==> src/rtl/arr_loader_if.sv <==
// Memory write-port bundle between arr_loader (master) and the memory (slave).
// Carries the AW, W and B channels; clock and reset stay as plain ports.
interface arr_loader_if #(
   parameter int ADDR_WDTH = 4,
   parameter int DATA_WDTH = 32,
   parameter int RESP_WDTH = 1
);
   logic                 aw_valid;
   logic                 aw_ready;
   logic [ADDR_WDTH-1:0] aw_address;
   logic                 w_valid;
   logic                 w_ready;
   logic [DATA_WDTH-1:0] w_data;
   logic                 b_valid;
   logic                 b_ready;
   logic [RESP_WDTH-1:0] b_resp;

   modport master (
      output aw_valid, aw_address, w_valid, w_data, b_ready,
      input  aw_ready, w_ready, b_valid, b_resp
   );

   modport slave (
      input  aw_valid, aw_address, w_valid, w_data, b_ready,
      output aw_ready, w_ready, b_valid, b_resp
   );
endinterface

==> src/rtl/arr_loader.sv <==
// arr_loader: fills memory words 0..arr_size-1 with a Galois LFSR sequence
// over the AW/W/B write channels, then pulses sort_start to the sorter.
// Optional feature macro: ARR_LOADER_RETRY_EN -- when defined, a word that
// receives an error response is re-sent up to MAX_RETRY more times before
// the fill aborts; when undefined the first error response aborts the fill.
module arr_loader #(
   parameter int                 ADDR_WDTH = 4,
   parameter int                 DATA_WDTH = 32,
   parameter int                 RESP_WDTH = 1,
   parameter logic [DATA_WDTH-1:0] LFSR_TAPS = 32'h8020_0003,
   parameter int                 MAX_RETRY = 3
) (
   input  logic                 clk,
   input  logic                 rst_n,
   input  logic [ADDR_WDTH:0]   arr_size,
   input  logic                 load,
   input  logic [DATA_WDTH-1:0] seed,
   arr_loader_if.master         mem,
   output logic                 sort_start,
   output logic                 loaded,
   output logic                 err
);

   typedef enum logic [2:0] {
      IDLE = 3'd0,
      SEND = 3'd1,
      RESP = 3'd2,
      DONE = 3'd3,
      ERR  = 3'd4
   } state_t;

   // Largest legal fill size is the full memory depth.
   localparam logic [ADDR_WDTH:0] DEPTH = {1'b1, {ADDR_WDTH{1'b0}}};

   state_t                 state_q, state_d;
   logic [ADDR_WDTH:0]     size_q, size_d;
   logic [ADDR_WDTH-1:0]   index_q, index_d;
   logic [DATA_WDTH-1:0]   lfsr_q, lfsr_d;
   logic                   aw_done_q, aw_done_d;
   logic                   w_done_q, w_done_d;
   logic                   sort_start_q, sort_start_d;

`ifdef ARR_LOADER_RETRY_EN
   localparam int RTRY_W = (MAX_RETRY > 0) ? $clog2(MAX_RETRY + 1) : 1;
   logic [RTRY_W-1:0]      retry_q, retry_d;
`endif

   logic aw_fire;
   logic w_fire;
   logic b_fire;
   logic resp_ok;
   logic last_word;

   // One Galois LFSR step: shift right, fold the taps in when a 1 falls out.
   function automatic logic [DATA_WDTH-1:0] lfsr_step(input logic [DATA_WDTH-1:0] s);
      logic [DATA_WDTH-1:0] shifted;
      shifted = s >> 1;
      return s[0] ? (shifted ^ LFSR_TAPS) : shifted;
   endfunction

   // Each valid drops independently once its own handshake has completed.
   assign mem.aw_valid   = (state_q == SEND) && !aw_done_q;
   assign mem.w_valid    = (state_q == SEND) && !w_done_q;
   assign mem.b_ready    = (state_q == RESP);
   assign mem.aw_address = index_q;
   assign mem.w_data     = lfsr_q;

   assign sort_start = sort_start_q;
   assign loaded     = (state_q == DONE);
   assign err        = (state_q == ERR);

   assign aw_fire   = mem.aw_valid && mem.aw_ready;
   assign w_fire    = mem.w_valid && mem.w_ready;
   assign b_fire    = mem.b_ready && mem.b_valid;
   assign resp_ok   = (mem.b_resp == '0);
   assign last_word = ({1'b0, index_q} == (size_q - (ADDR_WDTH + 1)'(1)));

   // Next-state logic: load acceptance, per-word handshakes and response handling.
   always_comb begin
      state_d      = state_q;
      size_d       = size_q;
      index_d      = index_q;
      lfsr_d       = lfsr_q;
      aw_done_d    = aw_done_q;
      w_done_d     = w_done_q;
      sort_start_d = 1'b0;
`ifdef ARR_LOADER_RETRY_EN
      retry_d      = retry_q;
`endif

      case (state_q)
         IDLE, DONE, ERR: begin
            if (load) begin
               size_d    = arr_size;
               lfsr_d    = (seed == '0) ? DATA_WDTH'(1) : seed;
               index_d   = '0;
               aw_done_d = 1'b0;
               w_done_d  = 1'b0;
`ifdef ARR_LOADER_RETRY_EN
               retry_d   = '0;
`endif
               if (arr_size == '0) begin
                  state_d = DONE;
               end else if (arr_size > DEPTH) begin
                  state_d = ERR;
               end else begin
                  state_d = SEND;
               end
            end
         end

         SEND: begin
            if (aw_fire) begin
               aw_done_d = 1'b1;
            end
            if (w_fire) begin
               w_done_d = 1'b1;
            end
            if ((aw_done_q || aw_fire) && (w_done_q || w_fire)) begin
               aw_done_d = 1'b0;
               w_done_d  = 1'b0;
               state_d   = RESP;
            end
         end

         RESP: begin
            if (b_fire) begin
               if (resp_ok) begin
`ifdef ARR_LOADER_RETRY_EN
                  retry_d = '0;
`endif
                  if (last_word) begin
                     state_d      = DONE;
                     sort_start_d = 1'b1;
                  end else begin
                     index_d = index_q + ADDR_WDTH'(1);
                     lfsr_d  = lfsr_step(lfsr_q);
                     state_d = SEND;
                  end
               end else begin
`ifdef ARR_LOADER_RETRY_EN
                  if (retry_q < RTRY_W'(MAX_RETRY)) begin
                     retry_d = retry_q + RTRY_W'(1);
                     state_d = SEND;
                  end else begin
                     state_d = ERR;
                  end
`else
                  state_d = ERR;
`endif
               end
            end
         end

         default: begin
            state_d = IDLE;
         end
      endcase
   end

   // State register with synchronous active-low reset clearing every flop.
   always_ff @(posedge clk) begin
      if (!rst_n) begin
         state_q      <= IDLE;
         size_q       <= '0;
         index_q      <= '0;
         lfsr_q       <= '0;
         aw_done_q    <= 1'b0;
         w_done_q     <= 1'b0;
         sort_start_q <= 1'b0;
`ifdef ARR_LOADER_RETRY_EN
         retry_q      <= '0;
`endif
      end else begin
         state_q      <= state_d;
         size_q       <= size_d;
         index_q      <= index_d;
         lfsr_q       <= lfsr_d;
         aw_done_q    <= aw_done_d;
         w_done_q     <= w_done_d;
         sort_start_q <= sort_start_d;
`ifdef ARR_LOADER_RETRY_EN
         retry_q      <= retry_d;
`endif
      end
   end

endmodule

==> src/flat_wrapper.sv <==
// flat-port wrapper written by rule: the top's interface ports become plain ports
module arr_loader_flat 
#(
   parameter int                 ADDR_WDTH = 4,
   parameter int                 DATA_WDTH = 32,
   parameter int                 RESP_WDTH = 1,
   parameter logic [DATA_WDTH-1:0] LFSR_TAPS = 32'h8020_0003,
   parameter int                 MAX_RETRY = 3
)
  (clk, rst_n, arr_size, load, seed, sort_start, loaded, err, mem_aw_valid, mem_aw_address, mem_w_valid, mem_w_data, mem_b_ready, mem_aw_ready, mem_w_ready, mem_b_valid, mem_b_resp);
  arr_loader_if #(.ADDR_WDTH(ADDR_WDTH), .DATA_WDTH(DATA_WDTH), .RESP_WDTH(RESP_WDTH)) mem_i ();
  input  logic clk;
  input  logic rst_n;
  input  logic [ADDR_WDTH:0] arr_size;
  input  logic load;
  input  logic [DATA_WDTH-1:0] seed;
  output logic sort_start;
  output logic loaded;
  output logic err;
  output wire logic [$bits(mem_i.aw_valid)-1:0] mem_aw_valid;
  output wire logic [$bits(mem_i.aw_address)-1:0] mem_aw_address;
  output wire logic [$bits(mem_i.w_valid)-1:0] mem_w_valid;
  output wire logic [$bits(mem_i.w_data)-1:0] mem_w_data;
  output wire logic [$bits(mem_i.b_ready)-1:0] mem_b_ready;
  input wire logic [$bits(mem_i.aw_ready)-1:0] mem_aw_ready;
  input wire logic [$bits(mem_i.w_ready)-1:0] mem_w_ready;
  input wire logic [$bits(mem_i.b_valid)-1:0] mem_b_valid;
  input wire logic [$bits(mem_i.b_resp)-1:0] mem_b_resp;
  assign mem_aw_valid = mem_i.aw_valid;
  assign mem_aw_address = mem_i.aw_address;
  assign mem_w_valid = mem_i.w_valid;
  assign mem_w_data = mem_i.w_data;
  assign mem_b_ready = mem_i.b_ready;
  assign mem_i.aw_ready = mem_aw_ready;
  assign mem_i.w_ready = mem_w_ready;
  assign mem_i.b_valid = mem_b_valid;
  assign mem_i.b_resp = mem_b_resp;
  arr_loader #(.ADDR_WDTH(ADDR_WDTH), .DATA_WDTH(DATA_WDTH), .RESP_WDTH(RESP_WDTH), .LFSR_TAPS(LFSR_TAPS), .MAX_RETRY(MAX_RETRY)) u_core (.clk(clk), .rst_n(rst_n), .arr_size(arr_size), .load(load), .seed(seed), .mem(mem_i), .sort_start(sort_start), .loaded(loaded), .err(err));
endmodule
==> config.mk <==
export PLATFORM = sky130hd
export DESIGN_NAME = arr_loader_flat
export DESIGN_NICKNAME = d
export VERILOG_FILES = /design/src/rtl/arr_loader_if.sv /design/src/rtl/arr_loader.sv /design/src/flat_wrapper.sv
export SDC_FILE = /design/constraint.sdc
export NUM_CORES = 1
export LEC_CHECK = 0
export CELL_PAD_IN_SITES_DETAIL_PLACEMENT = 0
export CELL_PAD_IN_SITES_GLOBAL_PLACEMENT = 1
export CORE_MARGIN = 5
export CORE_UTILIZATION = 25
export CTS_CLUSTER_DIAMETER = 60
export CTS_CLUSTER_SIZE = 20
export DETAILED_ROUTE_END_ITERATION = 8
export GPL_TIMING_DRIVEN = 1
export HOLD_SLACK_MARGIN = 0.03
export MAX_ROUTING_LAYER = met4
export PLACE_DENSITY = 0.61
export SYNTH_ARGS = -nofsm -noshare
export SYNTH_HDL_FRONTEND = slang
export SYNTH_SLANG_ARGS = --single-unit
export TNS_END_PERCENT = 10
==> constraint.sdc <==
create_clock -name clk -period 2.9 [get_ports clk]
set_input_delay 0.58 -clock clk [delete_from_list [all_inputs] [get_ports clk]]
set_output_delay 0.58 -clock clk [all_outputs]
set_load 0.005 [all_outputs]
# After elaboration in Yosys (flattened, before gate mapping)
# Index checks and enable logic that the tools add are counted.
# Widths: inputs -> output; s select.
[op_classes]
muxes = 28
bitwise = 4
n_eq_ne = 12
order_cmp = 1
n_reduce_logical = 22
add_sub_neg = 2
[op_table]
columns = ["op", "count"]
rows = [
  ["$mux 32", 6],
  ["$pmux 32 s2", 1],
  ["$logic_not 32->1", 1],
  ["$mux 3", 6],
  ["$mux 4", 4],
  ["$ne 2x2->1 const B", 5],
  ["$pmux 3 s3", 1],
  ["$reduce_and 3->1", 3],
  ["$pmux 4 s2", 1],
  ["$eq 3x2->1 const B", 2],
  ["$logic_and 1x1->1", 6],
  ["$mux 1", 6],
  ["$ne 3x2->1 const B", 2],
  ["$eq 4x5->1", 1],
  ["$gt 5x5->1 const B", 1],
  ["$logic_not 5->1", 1],
  ["$reduce_and 5->1", 1],
  ["$sub 5x1->5 const B", 1],
  ["$add 4x1->4 const B", 1],
  ["$not 3->4", 1],
  ["$pmux 1 s2", 2],
  ["$reduce_bool 2->1", 2],
  ["$reduce_or 4->1", 1],
  ["$eq 3x1->1 const B", 1],
  ["other kinds (8)", 12],
]
[word_totals]
reg_bits = 47
word_cells = 76
input_bits = 44
output_inout_bits = 42

# Logic depth before layout (Yosys ltp)
# Gate-level depths: netlist of the first run.
[depth]
depth_word = 7
depth_mapped = 9

# Worst setup path before layout of the first run
# Ideal clock, no wire load.
[synth_path]
path_type = "register to register"
startpoint = "register u_core.size_q[0]"
endpoint = "register u_core.index_q[1] (netlist: u_core.mem.aw_address[1])"
path_stages_with_launch = 10
path_slack_ps = 793
arrival_ps = 2035
required_time_ps = 2828
path_cell_list = "dfxtp_1 inv_1 ha_1 o21ba_2 a221o_1 a211oi_2 or2_1 buf_6 buf_8 mux2i_1"
[synth_via]
elab_chain_len = 4
[synth_lines]
columns = ["element", "line", "rtl"]
rows = [
  ["start, declared", "arr_loader.sv:36", "logic [ADDR_WDTH:0] size_q, size_d;"],
  ["start signal, assigned", "arr_loader.sv:176", "size_q <= size_d;"],
  ["$sub 5x1->5", "arr_loader.sv:76", "assign last_word = ({1'b0, index_q} == (size_q - (ADDR_WDTH + 1)'(1)));"],
  ["$eq 4x5->1", "arr_loader.sv:76", ""],
  ["$ne 2x2->1 (no line)", "-", ""],
  ["$reduce_and 5->1 (no line)", "-", ""],
  ["end signal, assigned", "arr_loader.sv:177", "index_q <= index_d;"],
  ["end, declared", "arr_loader.sv:37", "logic [ADDR_WDTH-1:0] index_q, index_d;"],
]
# Every way passes these cells.
# A chain may end at the register's enable or synchronous reset.

# Final worst setup path of the first run
[layout_path]
startpoint = "register u_core.size_q[0]"
endpoint = "register u_core.lfsr_q[20] (netlist: u_core.mem.w_data[20])"
[layout_via]
elab_chain_len = 4
[layout_lines]
columns = ["element", "line", "rtl"]
rows = [
  ["$sub 5x1->5", "arr_loader.sv:76", ""],
  ["$eq 4x5->1", "arr_loader.sv:76", ""],
  ["$ne 2x2->1 (no line)", "-", ""],
  ["$reduce_and 5->1 (no line)", "-", ""],
  ["end signal, assigned", "arr_loader.sv:178", "lfsr_q <= lfsr_d;"],
  ["end, declared", "arr_loader.sv:38", "logic [DATA_WDTH-1:0] lfsr_q, lfsr_d;"],
]
# Every way passes these cells.

==> metrics.md, run 1 <==
| Metric | Value |
|---|---|
| Worst skew pair latency | `0.30 ns` |
| Worst Setup Path Type | `register to register` |
| GPL Wtd Cong | `0.797` |
| Status | `finished, final reports clean` |
| Flop pwr share | `41.6%` |
| Mean Syn Cell Area | `8.32 sq um` |
| Min-Delay Startpoint | `u_core.mem.w_data[17]$_SDFFE_PN0P_` |
| GR Overflow Total | `0` |
| Setup violations, final | `0` |
| Fraction of registers with async set/reset | `0%` |
| Mapped Area | `2650 sq um` |
| P_sw | `0.600 mW` |
| PwrDens | `510 nW/um^2` |
| Slew @ Worst Pin | `0.582 ns` |
| Combinational power share | `32.1%` |
| Pint | `1.30 mW` |
| Pleak | `1.34 nW` |
| Ant diodes | `0` |
| Detailed placer's ending HPWL | `6070 um` |
| Hold Slack | `0.496 ns` |
| Syn Nets | `364` |
| Cells after Synth | `318` |
| Commonest non-fill, non-tap cells in the layout | `clkdlybuf4s50_1, nand2_1, dfxtp_1` |
| Die Y-Extent | `113 um` |
| Largest net degree at the start of global routing | `48` |
| CP Launch Type | `register` |
| Num CTS Buffers | `5` |
| Net Sw Frac | `31.6%` |
| Final hold vios | `0` |
| Final wirelength | `8690 um` |
| Sequential area share after synthesis | `35.6%` |
| Unrepaired setup endpoints after global routing | `no` |
| Post-cts sizing count | `0` |
| Worst r2r src | `u_core.size_q[0]$_SDFFE_PN0P_` |
| Crit path max fanout | `28` |
| Req. time, crit path | `3.10 ns` |
| Remaining DRCs | `0` |
| Vias in the first global route | `2734` |
| Longest Clk Path Bufs | `2` |
| Vias | `2652` |
| Postcts setup bufs | `0` |
| Initial antenna violation count | `0` |
| CP Data Arrival Time | `2.64 ns` |
| CTS root buf | `clkbuf_8` |
| ANT nets after route | `0` |
| Non-filler cells, final | `531` |
| Routed len/inst | `16.4 um` |
| Most common flop cell mapped by yosys | `dfxtp_1` |
| Clock sinks | `47` |
| H-tree Lvls | `2` |
| Max rail drop VDD | `0.228 mV` |
| Hold buffers post-CTS | `0` |
| Initial Util | `25.6%` |
| Final worst path period need | `2.44 ns` |
| Worst Setup SP | `u_core.size_q[0]$_SDFFE_PN0P_` |
| All-Layer GR Usage | `13.9%` |
| IO Count | `86` |
| FP Rows | `37` |
| Max-Cap Viols | `0` |
| Unique masters post-synth | `51` |
| Ys Warns | `0` |
| Core Footprint | `10300 sq um` |
| Yosys top cell area share | `35.6%` |
| Dpl cells | `523` |
| CTS tree | `done` |
| Power Total | `1.90 mW` |
| First DRT Iteration DRCs | `113` |
| Hold WC Path Type | `register to register` |
| Top cells by area, synth | `dfxtp_1, nand2_1, a2111oi_0, a31o_2, mux2i_1` |
| Slew Viols, Final | `0` |
| Chip width | `113 um` |
| Vias/cell | `4.99` |
| Post-synth EDFFs | `0` |
| Fill cells | `1073` |
| Pre-antenna DRT Iters | `4` |
| Clock power share | `26.3%` |
| Commonest non-fill, non-tap cell in the layout | `clkdlybuf4s50_1` |
| Setup TNS | `0 ns` |
| Die ar. | `12700 sq um` |
| Worst-path clk slew | `0.09 ns` |
| Period utilization | `84.3%` |
| FF+latch count, synth | `47` |
| Net count reported at finish | `440` |
| First-pass GRT wire length | `14200 um` |
| Max_slew headroom | `60.9%` |
| Clk_skew | `0.0106 ns` |
| CP Capture Type | `register` |
| FMAX | `409 MHz` |
| Largest area contributor in the netlist | `dfxtp_1` |
| Layout cells sized above 1 | `12.4%` |
| IO Port Bufs | `85` |
| Synth-to-Final Area Change | `40.8%` |
==> layer usage <==
layer  GRT usage, %  up-vias  share of wire, %
met3           2.03        2               2.4
met2           23.2       41                50
met5              -        -                 0
li1               -     1345                 -
met4           2.88        0              0.55
met1           18.1     1264                47
==> kinds of logic after synthesis <==
logic type / count (synthesis) / share of synthesized area, %
fa+ha+maj: 2 / 0.946
mux: 16 / 6.20
xor+xnor: 8 / 2.65
compound gates: 86 / 26.8
simple gates: 124 / 21.3
flops: 47 / 35.6
buf+inv: 35 / 6.53
==> registers in the layout (all words and copies together), names as in the netlist <==
| register | flops |
|---|---|
| u_core.mem.aw_address | 4 |
| u_core.w_done_q | 1 |
| u_core.sort_start | 1 |
| u_core.aw_done_q | 1 |
| u_core.mem.w_data | 32 |
| u_core.state_q | 3 |
| u_core.size_q | 5 |
==> power groups by stage <==
stage                     clock [mW]  sequential (mW)  combinational [mW]
after CTS                      0.518            0.792               0.616
after global routing           0.550            0.804               0.671
final                          0.499            0.791               0.609
after global placement             0            0.807               0.611
after floorplan                    0            0.794               0.339
after detailed placement           0            0.806               0.614
==> worst max-delay path, cell delays in order (launching register included) <==
cell and delay (ns):
dfxtp_1 0.39, inv_1 0.06, ha_1 0.25, o21ba_2 0.21, a221o_1 0.38, a211oi_4 0.36
buf_4 0.36, a2111oi_0 0.11, a31o_2 0.22
==> layout make-up <==
cell class | instances | area [sq um] | share of cell area (%)
inverters | 8 | 30.0 | 0.806
well taps | 136 | 170 | 4.57
multi-input cells | 236 | 1540 | 41.4
clock buffers | 5 | 68.8 | 1.85
clock inverters | 3 | 43.8 | 1.18
flip-flops and latches | 47 | 941 | 25.3
repair buffers | 96 | 928 | 24.9
==> synth_stat cells, types with 5 or more instances <==
cell / n
nor4_1: 9
nand3_1: 7
o211ai_1: 5
o21ai_0: 5
nor2_1: 18
mux2i_1: 13
clkbuf_1: 17
dfxtp_1: 47
a2111oi_0: 26
inv_1: 8
xnor2_1: 5
a31o_2: 21
nor3_1: 7
a31o_1: 5
nand2_1: 64
==> worst paths after layout <==
path	endpoint	slack [ns]	cells after the start
setup / recovery	u_core.mem.w_data[20]$_SDFFE_PN0P_	0.46	8
setup reg to reg	u_core.mem.w_data[20]$_SDFFE_PN0P_	0.46	8
hold / removal	u_core.mem.w_data[17]$_SDFFE_PN0P_	0.50	2
hold reg to reg	u_core.mem.w_data[17]$_SDFFE_PN0P_	0.50	2
==> stage by stage <==
stage                     instance area, sq um  setup WS, ns  util [%]
after global routing                      3720         0.278      36.1
after floorplan                           2650         0.793         -
after CTS                                 3720         0.416      36.1
final                                     3720         0.455      36.1
after global placement                    3610         0.280      35.0
after detailed placement                  3610         0.274      35.0
No activity file was read; power rests on OpenSTA's default activity.
==> run 2: changes to the inputs <==
--- a/config.mk
+++ b/config.mk
@@ -15,7 +15,7 @@
 export GPL_TIMING_DRIVEN = 1
 export HOLD_SLACK_MARGIN = 0.03
 export MAX_ROUTING_LAYER = met4
-export PLACE_DENSITY = 0.61
+export PLACE_DENSITY = 0.63
 export SYNTH_ARGS = -nofsm -noshare
 export SYNTH_HDL_FRONTEND = slang
 export SYNTH_SLANG_ARGS = --single-unit
==> constraint.sdc (replaced) <==
create_clock -name clk -period 2.1 [get_ports clk]
set_input_delay 0.42 -clock clk [delete_from_list [all_inputs] [get_ports clk]]
set_output_delay 0.42 -clock clk [all_outputs]
set_load 0.005 [all_outputs]
==> run 2 against run 1 <==
  * The flow now finishes with violations (negative setup slack)
  * Register-to-register slack got worse by 0.46 ns
  * Combinational power is 64% higher
  * Critical path depth is 1 higher
  * Sequential share of layout area is 1.7 points lower
  * Highest routed layer unchanged
  * Largest power group unchanged
==> metrics.md, run 2 (synthesis results as in run 1) <==
| Metric | Value |
|---|---|
| Crit path depth | `9` |
| Detailed placer's ending HPWL | `6430 um` |
| Max rail drop VDD | `0.277 mV` |
| Worst Setup Path Type | `register to register` |
| GRT met3 Usage | `2.41%` |
| Global routing usage on met1 | `17.8%` |
| Period utilization | `100%` |
| All-Layer GR Usage | `14.3%` |
| Num CTS Buffers | `5` |
| CTS root buf | `clkbuf_8` |
| Final worst path period need | `2.11 ns` |
| ANT nets after route | `0` |
| CP Data Arrival Time | `2.35 ns` |
| Final wirelength | `9130 um` |
| Power Total | `2.64 mW` |
| Commonest non-fill, non-tap cells in the layout | `clkdlybuf4s50_1, nand2_1, dfxtp_1` |
| PwrDens | `661 nW/um^2` |
| Routed len/inst | `16.5 um` |
| Worst r2r src | `u_core.size_q[1]$_SDFFE_PN0P_` |
| Hold buffers post-CTS | `0` |
| IO Port Bufs | `85` |
| CTS tree | `done` |
| First DRT Iteration DRCs | `110` |
| CP Launch Type | `register` |
| Initial Util | `25.6%` |
| Clock sinks | `47` |
| Crit path max fanout | `9` |
| M2 GR Usage | `24.1%` |
| Layout cells sized above 1 | `19.0%` |
| H-tree Lvls | `2` |
| FMAX | `474 MHz` |
| Worst hold path depth | `2` |
| Longest Clk Path Bufs | `2` |
| Setup violations, final | `1` |
| Req. time, crit path | `2.34 ns` |
| Pleak | `1.50 nW` |
| Max_slew headroom | `58.6%` |
| IO Count | `86` |
| Hold WC Path Type | `input port to register` |
| Unrepaired setup endpoints after global routing | `yes` |
| Most used cell, CP | `buf_6` |
| Worst-path clk slew | `0.10 ns` |
| Setup TNS | `-0.00979 ns` |
| PnR worst setup slack | `-0.00979 ns` |
| Ant diodes | `0` |
| Top delay family on crit path | `compound AO/OA/AOI/OAI gates` |
| Largest net degree at the start of global routing | `48` |
| Failing checks | `negative setup slack` |
| Commonest non-fill, non-tap cell in the layout | `clkdlybuf4s50_1` |
| GRT busiest layer | `met2` |
| Pre-antenna DRT Iters | `4` |
| Initial antenna violation count | `0` |
| Core Footprint | `10300 sq um` |
| Clk_skew | `0.00893 ns` |
| Status | `complete, but fails checks` |
| Slew Viols, Final | `0` |
| Vias | `2815` |
| Final hold vios | `0` |
| Min-Delay Startpoint | `mem_b_valid` |
| Slew @ Worst Pin | `0.616 ns` |
| Max-Cap Viols | `0` |
| Synth-to-Final Area Change | `51.1%` |
| Worst Setup SP | `u_core.size_q[1]$_SDFFE_PN0P_` |
| GPL Wtd Cong | `0.832` |
| Critical path buffer and inverter count | `3` |
| Crit-path cells | `inv_2 -> ha_4 -> o21ba_4 -> a221o_1 -> a211oi_4 -> buf_6 -> or2_4 -> buf_6 -> mux2i_1` |
| Reg2Reg Depth | `9` |
| Chip width | `113 um` |
| Worst skew pair latency | `0.31 ns` |
| Remaining DRCs | `0` |
| First-pass GRT wire length | `14600 um` |
| GR Overflow Total | `0` |
| Die ar. | `12700 sq um` |
| Max reg flops | `32` |
| CP max stage delay | `0.38 ns` |
| Vias in the first global route | `2931` |
| Net count reported at finish | `462` |
| Die Y-Extent | `113 um` |
| Worst path slowest cell | `a221o_1` |
| CP Capture Type | `register` |
| FP Rows | `37` |
| Vias/cell | `5.10` |
## run 2: changes by cell type in the layout (fill, tap and decap cells not counted), moves of 2 or more
cell       delta
dfxtp_2       +2
inv_1         -3
dfxtp_1       -2
inv_2         +3
clkbuf_16     +2
buf_12        +2
buf_4        +11
buf_6         +6
## run 2: worst register-to-register path, stage by stage, from the launching register on
cell	delay, ns
dfxtp_2	0.34
inv_2	0.04
ha_4	0.16
o21ba_4	0.18
a221o_1	0.38
a211oi_4	0.21
buf_6	0.15
or2_4	0.21
buf_6	0.17
mux2i_1	0.19
## run 2: cell type report
class                   count  area [sq um]
fillers                  1083          6330
multi-input cells         236          1590
repair buffers            118          1190
flip-flops and latches     47           943
well taps                 136           170
clock buffers               5          68.8
inverters                   8          30.0
clock inverters             2          13.8
## run 2: worst paths after layout
check                                          endpoint  slack, ns
setup / recovery  u_core.mem.aw_address[1]$_SDFFE_PN0P_      -0.01
hold / removal             u_core.sort_start$_SDFF_PP0_       0.46
setup reg to reg  u_core.mem.aw_address[1]$_SDFFE_PN0P_      -0.01
hold reg to reg      u_core.mem.w_data[17]$_SDFFE_PN0P_       0.49
## run 2: timing repair
item                       CTS  global route
pin swaps                    3             7
cloned                       1             2
setup endpoints to repair   33            40
buffers inserted             1             0
resized for setup           16            10
## run 2: through the flow
stage	std cells	utilization, %	hold slack, ns	cell area (sq um)	setup slack (ns)
after global routing	552	38.7	0.492	4000	-0.126
after detailed placement	541	36.4	0.475	3760	-0.350
after CTS	550	37.9	0.494	3920	-0.000139
final	552	38.7	0.461	4000	-0.00979
after global placement	541	36.4	0.464	3760	-0.321
after floorplan	318	-	0.463	2650	0.0278
## run 2: layer usage
layer  vias up  routed length [um]
li1       1388                   -
met1      1360                4180
met2        60                4600
met3         7                 269
met4         0                  83
met5         -                   0
## run 2: where the power goes
part           internal (mW)  leakage, nW  switching, mW
combinational          0.563         1.07          0.438
clock                  0.229       0.0440          0.326
sequential             0.994        0.386         0.0913
